`config.mk`:
```
export PLATFORM = sky130hd
export DESIGN_NAME = sram_readback_tx
export DESIGN_NICKNAME = d
export VERILOG_FILES = /design/src/rtl/sram_readback_tx.sv
export SDC_FILE = /design/constraint.sdc
export NUM_CORES = 1
export LEC_CHECK = 0
export CAP_MARGIN = 25
export CORE_UTILIZATION = 49
export CTS_BUF_LIST = sky130_fd_sc_hd__clkbuf_4 sky130_fd_sc_hd__clkbuf_8
export DETAILED_ROUTE_END_ITERATION = 10
export MAX_ROUTING_LAYER = met4
export PLACE_DENSITY = 0.83
export SYNTH_ARGS = -nofsm -noshare
export SYNTH_HDL_FRONTEND = slang
export SYNTH_SLANG_ARGS = --single-unit
```
`constraint.sdc`:
```
create_clock -name clk24MHz -period 2 [get_ports clk24MHz]
set_clock_uncertainty 0.1 [all_clocks]
set_input_delay 0.4 -clock clk24MHz [delete_from_list [all_inputs] [get_ports clk24MHz]]
set_output_delay 0.4 -clock clk24MHz [all_outputs]
set_load 0.05 [all_outputs]
```
`src/rtl/sram_readback_tx.sv`:
```
// sram_readback_tx
//
// Streams a range of emulation-SRAM words to the host through the FT240X
// transmit FIFO, high byte first, so the host can verify a loaded image.
// Started by a one-cycle strobe; drives the SRAM address/OE and the FT240X
// WR#/data lines only while busy (the top level muxes them in on busy=1).
//
// Per word, with TXE low: RD, LATCH, WAIT_HI, STROBE_HI, RELEASE_HI,
// WAIT_LO, STROBE_LO, RELEASE_LO, NEXT -> 9 cycles. DONE follows the last
// NEXT and lasts one cycle.
//
// Optional feature macro: READBACK_CHECKSUM_EN
//   When defined, one extra byte (sum modulo 256 of every data byte sent)
//   goes out through CK_WAIT, CK_STROBE, CK_RELEASE before DONE.
//
// Handshake: start is a single-cycle request accepted only in IDLE (and so
// ignored while busy or in the DONE cycle). On the FT240X side a byte is
// written only from a WAIT state that saw TXE=0; the data is presented one
// cycle before nWR falls and held one cycle after nWR rises, and a TXE rise
// after that decision never aborts the byte in flight.
//
// All control outputs are registers loaded from the next state, so nWR and
// OE cannot glitch while several state bits change on the same edge. The
// asynchronous reset forces every output to its idle value at once.

module sram_readback_tx #(
    parameter int ADDR_W = 18,
    parameter int CNT_W  = 8
) (
    input  logic              clk24MHz,
    input  logic              reset,
    input  logic              start,
    input  logic [ADDR_W-1:0] start_addr,
    input  logic [CNT_W-1:0]  word_count,
    output logic              busy,
    output logic              done,
    output logic [ADDR_W-1:0] sram_addr,
    output logic              sram_nOE,
    input  logic [15:0]       sram_data,
    input  logic              ft240x_TXE,
    output logic              ft240x_nWR,
    output logic [7:0]        ft240x_d_out,
    output logic              ft240x_d_oe,
    output logic [3:0]        dbg_state
);

    typedef enum logic [3:0] {
        S_IDLE       = 4'd0,
        S_RD         = 4'd1,
        S_LATCH      = 4'd2,
        S_WAIT_HI    = 4'd3,
        S_STROBE_HI  = 4'd4,
        S_RELEASE_HI = 4'd5,
        S_WAIT_LO    = 4'd6,
        S_STROBE_LO  = 4'd7,
        S_RELEASE_LO = 4'd8,
        S_NEXT       = 4'd9,
        S_DONE       = 4'd10,
        S_CK_WAIT    = 4'd11,
        S_CK_STROBE  = 4'd12,
        S_CK_RELEASE = 4'd13
    } state_t;

    state_t state;
    state_t state_next;

    // Address counter; it is the registered SRAM address output.
    logic [ADDR_W-1:0] addr_q;
    // One bit wider than the count input so that 2^CNT_W words fit.
    logic [CNT_W:0]    remain_q;
    // The high byte goes straight into the output register at the end of
    // LATCH; only the low byte needs to wait here for its turn.
    logic [7:0]        lo_latch_q;

    logic              busy_q;
    logic              done_q;
    logic              noe_q;
    logic              nwr_q;
    logic              doe_q;
    logic [7:0]        dout_q;

    logic [CNT_W:0]    remain_load;
    logic              last_word;

`ifdef READBACK_CHECKSUM_EN
    logic [7:0]        sum_q;
`endif

    // A count of zero stands for the full 2^CNT_W words.
    assign remain_load = (word_count == '0) ? {1'b1, {CNT_W{1'b0}}}
                                            : {1'b0, word_count};
    assign last_word   = (remain_q == (CNT_W+1)'(1));

    // State register.
    always_ff @(posedge clk24MHz or posedge reset) begin
        if (reset) begin
            state <= S_IDLE;
        end else begin
            state <= state_next;
        end
    end

    // Next-state decode; TXE is looked at only in the WAIT states.
    always_comb begin
        state_next = state;
        case (state)
            S_IDLE:       if (start) state_next = S_RD;
            S_RD:         state_next = S_LATCH;
            S_LATCH:      state_next = S_WAIT_HI;
            S_WAIT_HI:    if (!ft240x_TXE) state_next = S_STROBE_HI;
            S_STROBE_HI:  state_next = S_RELEASE_HI;
            S_RELEASE_HI: state_next = S_WAIT_LO;
            S_WAIT_LO:    if (!ft240x_TXE) state_next = S_STROBE_LO;
            S_STROBE_LO:  state_next = S_RELEASE_LO;
            S_RELEASE_LO: state_next = S_NEXT;
            S_NEXT: begin
                if (last_word) begin
`ifdef READBACK_CHECKSUM_EN
                    state_next = S_CK_WAIT;
`else
                    state_next = S_DONE;
`endif
                end else begin
                    state_next = S_RD;
                end
            end
`ifdef READBACK_CHECKSUM_EN
            S_CK_WAIT:    if (!ft240x_TXE) state_next = S_CK_STROBE;
            S_CK_STROBE:  state_next = S_CK_RELEASE;
            S_CK_RELEASE: state_next = S_DONE;
`endif
            S_DONE:       state_next = S_IDLE;
            default:      state_next = S_IDLE;
        endcase
    end

    // Address/count counters and the low-byte latch.
    always_ff @(posedge clk24MHz or posedge reset) begin
        if (reset) begin
            addr_q     <= '0;
            remain_q   <= '0;
            lo_latch_q <= '0;
        end else begin
            case (state)
                S_IDLE: begin
                    if (start) begin
                        addr_q   <= start_addr;
                        remain_q <= remain_load;
                    end
                end
                S_LATCH: begin
                    lo_latch_q <= sram_data[7:0];
                end
                S_NEXT: begin
                    // Natural wrap modulo 2^ADDR_W.
                    addr_q   <= addr_q + ADDR_W'(1);
                    remain_q <= remain_q - (CNT_W+1)'(1);
                end
                default: begin
                end
            endcase
        end
    end

`ifdef READBACK_CHECKSUM_EN
    // Running sum of data bytes: cleared on an accepted start, adds the
    // byte on the bus each time a data byte is strobed.
    always_ff @(posedge clk24MHz or posedge reset) begin
        if (reset) begin
            sum_q <= '0;
        end else if (state == S_IDLE && start) begin
            sum_q <= '0;
        end else if (state == S_STROBE_HI || state == S_STROBE_LO) begin
            sum_q <= sum_q + dout_q;
        end
    end
`endif

    // Control outputs registered from the next state (glitch-free strobes).
    always_ff @(posedge clk24MHz or posedge reset) begin
        if (reset) begin
            busy_q <= 1'b0;
            done_q <= 1'b0;
            noe_q  <= 1'b1;
            nwr_q  <= 1'b1;
            doe_q  <= 1'b0;
        end else begin
            busy_q <= (state_next != S_IDLE) && (state_next != S_DONE);
            done_q <= (state_next == S_DONE);
            noe_q  <= !((state_next == S_RD) || (state_next == S_LATCH));
            nwr_q  <= !((state_next == S_STROBE_HI) ||
                        (state_next == S_STROBE_LO) ||
                        (state_next == S_CK_STROBE));
            doe_q  <= (state_next == S_WAIT_HI)    ||
                      (state_next == S_STROBE_HI)  ||
                      (state_next == S_RELEASE_HI) ||
                      (state_next == S_WAIT_LO)    ||
                      (state_next == S_STROBE_LO)  ||
                      (state_next == S_RELEASE_LO) ||
                      (state_next == S_CK_WAIT)    ||
                      (state_next == S_CK_STROBE)  ||
                      (state_next == S_CK_RELEASE);
        end
    end

    // Output byte: loaded only on entry to a WAIT state, while nWR is high.
    always_ff @(posedge clk24MHz or posedge reset) begin
        if (reset) begin
            dout_q <= '0;
        end else begin
            if (state == S_LATCH) begin
                dout_q <= sram_data[15:8];
            end else if (state == S_RELEASE_HI) begin
                dout_q <= lo_latch_q;
            end
`ifdef READBACK_CHECKSUM_EN
            else if (state == S_NEXT && state_next == S_CK_WAIT) begin
                dout_q <= sum_q;
            end
`endif
        end
    end

    assign busy         = busy_q;
    assign done         = done_q;
    assign sram_addr    = addr_q;
    assign sram_nOE     = noe_q;
    assign ft240x_nWR   = nwr_q;
    assign ft240x_d_out = dout_q;
    assign ft240x_d_oe  = doe_q;
    assign dbg_state    = state;

endmodule

```
==> summary.md, run 1 <==
| Metric | Value |
|---|---|
| Avg WL per Cell | 15.0 um |
| Pins Over Slew Limit | 0 |
| Seq cells post-synth | 52 |
| Htree depth | 2 |
| Fin area | between 3000 and 4000 um2 |
| Arr. time, crit path | ~1.5 ns |
| Post-Syn Instances | 273 |
| Ant diodes | 0 |
| FILL cells | around 410 |
| Die width | around 76 um |
| Clk_lat worst skew | approximately 0.3 ns |
| Type of the worst min-delay path | primary input to asynchronous set/reset pin |
| Clock root buffer | clkbuf_8 |
| CTS Buf Count | 5 |
| Rel. slew slack | 0.660 |
| Post-DRT Antenna Nets | 0 |
| Fin crit share | 0.976 |
| Post-synth ARST share | 1.00 |
| Routed WL | about 6500 um |
| CP max FO | 2 |
| Initial antenna violation count | 0 |
| Worst R2R Path Depth | 5 |
| Height of the die | between 70 and 80 um |
| Number of I/O pins | 81 |
| Critical Path Slowest Stage Cell | clkdlybuf4s50_1 |
| Yosys warning count | 0 |
| Commonest non-fill, non-tap cell in the layout | clkdlybuf4s50_1 |
| Buffers plus inverters on the worst setup path | 1 |
| Synth Cell Area | around 2700 um2 |
| Layout net count | between 400 and 500 |
| CP startpoint kind | register |
| Final HPWL DP | approximately 4800 um |
| Crit path required time | around 1.5 ns |
| DRC errors left | 0 |
| Dpl cell area | 3640 um2 |
| Clock buffer depth | 2 |
| Cell count along the critical path | 1 |
| Reg2reg start | dbg_state[1]$_DFF_PP0_ |
| Critical path class | register to output port |
| Core Rows | 26 |
| Leak | about 1.6 nW |
| Pin count of the biggest net entering global routing | 21 |
| Grt total ovfl | 0 |
| Setup violations, final | 0 |
| Max Fclk | 512 MHz |
| Cell variety after synth | 55 |
| CTS tree | done |
| Reg2reg end | sram_addr[13]$_DFFE_PP0P_ |
| Total GRT Usage | 0.241 |
| Clk sinks | 52 |
| Placed insts | about 430 |
| Vias | roughly 2.4k |
| Total iterations of the first detailed-routing run | 4 |
| CP delay by family, top | buffers and inverters |
| R2r setup slk | between 0.1 and 0.15 ns |
| Starting DRT DRC Count | roughly 160 |
| Max VDD drop | approximately 0.95 mV |
| Total die area | about 6000 um2 |
| Max-cap violations | 0 |
| CP endpoint kind | output port |
| Vias in the first global route | ~2.4k |
| PD cells | ~1700 nW/um2 |
| Tot Pwr | around 0.0065 W |
| Seq/Total Area, Yosys | 0.481 |
| First-pass GRT wire length | ~11000 um |
| Cell accounting for the most synthesized area | dfrtp_1 |
| RSZ-0062 raised after global routing | false |
| Final instance count without filler cells | 435 |
| Gp weighted congestion | between 0.8 and 0.9 |
| Most frequent cells in the layout | 49 x clkdlybuf4s50_1, 47 x dfrtp_1, 41 x buf_4, 37 x nor2_1, 21 x a21oi_1 |
| Initial Utilization | 0.521 |
| Avg Cell Area, Syn | ~9.9 um2 |
| Top cell type's share of synthesized area | 0.461 |
| Ys flop type | dfrtp_1 |
| Worst-path cell chain | clkdlybuf4s50_1 |
| Outcome | finished clean |
| Vias per cell | about 5.6 |
| Number of synthesized flops with an enable pin | 0 |
| P&R area growth vs syn | 38.7% |
| CORE AREA | approximately 5200 um2 |
| Worst stage delay on the critical path | around 0.80 ns |
| Worst-Margin Slew | 0.509 ns |
| Port Buffer Count | 80 |
| Largest cells by area after synthesis | dfrtp_1 46%, nor2_1 5.1%, mux2i_1 4.1%, a21oi_1 3.9%, mux2_2 2.9% |
| Syn_nets | 322 |
| Share of cells above drive strength 1 | 0.211 |
| Minimum clock period | slightly below 2 ns |
| Final Hold Viols | 0 |
| CTS clock-pin slew for the worst setup and hold paths | approximately 0.10 ns |
[flip-flops by register name, summed over array words and instances, names as in the netlist, 4 cells and up]
name	flops
remain_q	9
lo_latch_q	8
sram_addr	18
ft240x_d_out	8
dbg_state	4
[report_power, final]
part / internal (W) / switching, W
Combinational: 0.00150 / 0.00227
Clock: 0.000296 / 0.000338
Sequential: 0.00158 / 0.000475
Total: 0.00338 / 0.00309
[worst max-delay path by stage]
stage | from | endpoint | slack, ns
floorplan | dbg_state[0]$_DFF_PP0_ | ft240x_nWR$_DFF_PP1_ | 0.03
global placement | ft240x_TXE | ft240x_nWR$_DFF_PP1_ | -0.08
detailed placement | ft240x_TXE | ft240x_nWR$_DFF_PP1_ | -0.14
CTS | ft240x_d_out[1]$_DFFE_PP0P_ | ft240x_d_out[1] | 0.02
global route | ft240x_d_out[3]$_DFFE_PP0P_ | ft240x_d_out[3] | 0.002
finish | ft240x_d_out[3]$_DFFE_PP0P_ | ft240x_d_out[3] | 0.05
[metrics by stage]
stage	util	setup WS, ns	hold WS [ns]	TNS, ns
after floorplan	-	0.0330	0.357	0
after global placement	0.700	-0.0846	0.370	-0.0846
after detailed placement	0.700	-0.137	0.386	-0.137
after CTS	0.718	0.0172	0.306	0
after global routing	0.722	0.00226	0.332	0
final	0.722	0.0487	0.304	0
[logic make-up (layout without fill, tap and decap cells)]
family	after synthesis	after routing	share of synthesized area
AOI/OAI and AO/OA	61	61	0.154
adders and majority gates	3	3	0.0138
buffers and inverters	22	114	0.0406
muxes	20	20	0.0780
and+or+nand+nor	115	115	0.233
DFF	52	52	0.481
[repair_timing]
| action | in CTS | in global routing |
|---|---|---|
| hold buffers | 0 | 0 |
| setup endpoints to repair | 0 | 16 |
| buffers inserted | 0 | 0 |
| gates resized for setup | 0 | 6 |
[cell usage after synthesis, types with 5 or more instances]
| library cell | n |
|---|---|
| a211oi_1 | 7 |
| a21oi_1 | 21 |
| a311oi_1 | 5 |
| buf_2 | 7 |
| dfrtp_1 | 50 |
| inv_1 | 8 |
| mux2_2 | 7 |
| mux2i_1 | 11 |
| nand2_1 | 18 |
| nand3_1 | 11 |
| nand3b_1 | 5 |
| nor2_1 | 37 |
| nor3_1 | 12 |
[cell type report]
cell class | count | area, um2 | share of cell area
clock inverters | 1 | 7.51 | 0.00200
inverters | 8 | 30.0 | 0.00799
flip-flops and latches | 52 | 1310 | 0.348
clock buffers | 7 | 90.1 | 0.0240
well taps | 70 | 87.6 | 0.0233
repair buffers | 98 | 928 | 0.247
multi-input cells | 199 | 1310 | 0.348
[routing by layer]
layer / track usage / up-vias / wire, um
met5: - / - / 0
met1: 0.306 / 1175 / 2840
li1: - / 1185 / -
met4: 0.0635 / 0 / 49
met2: 0.398 / 72 / 3350
met3: 0.0419 / 6 / 280
Power figures use the tool's default switching activity.
==> run 2, diff against run 1 <==
CTS_CLUSTER_DIAMETER = 150   (was not set)
==> results of run 2 <==
No change in the layout: final DEF, timing and power equal those of run 1.
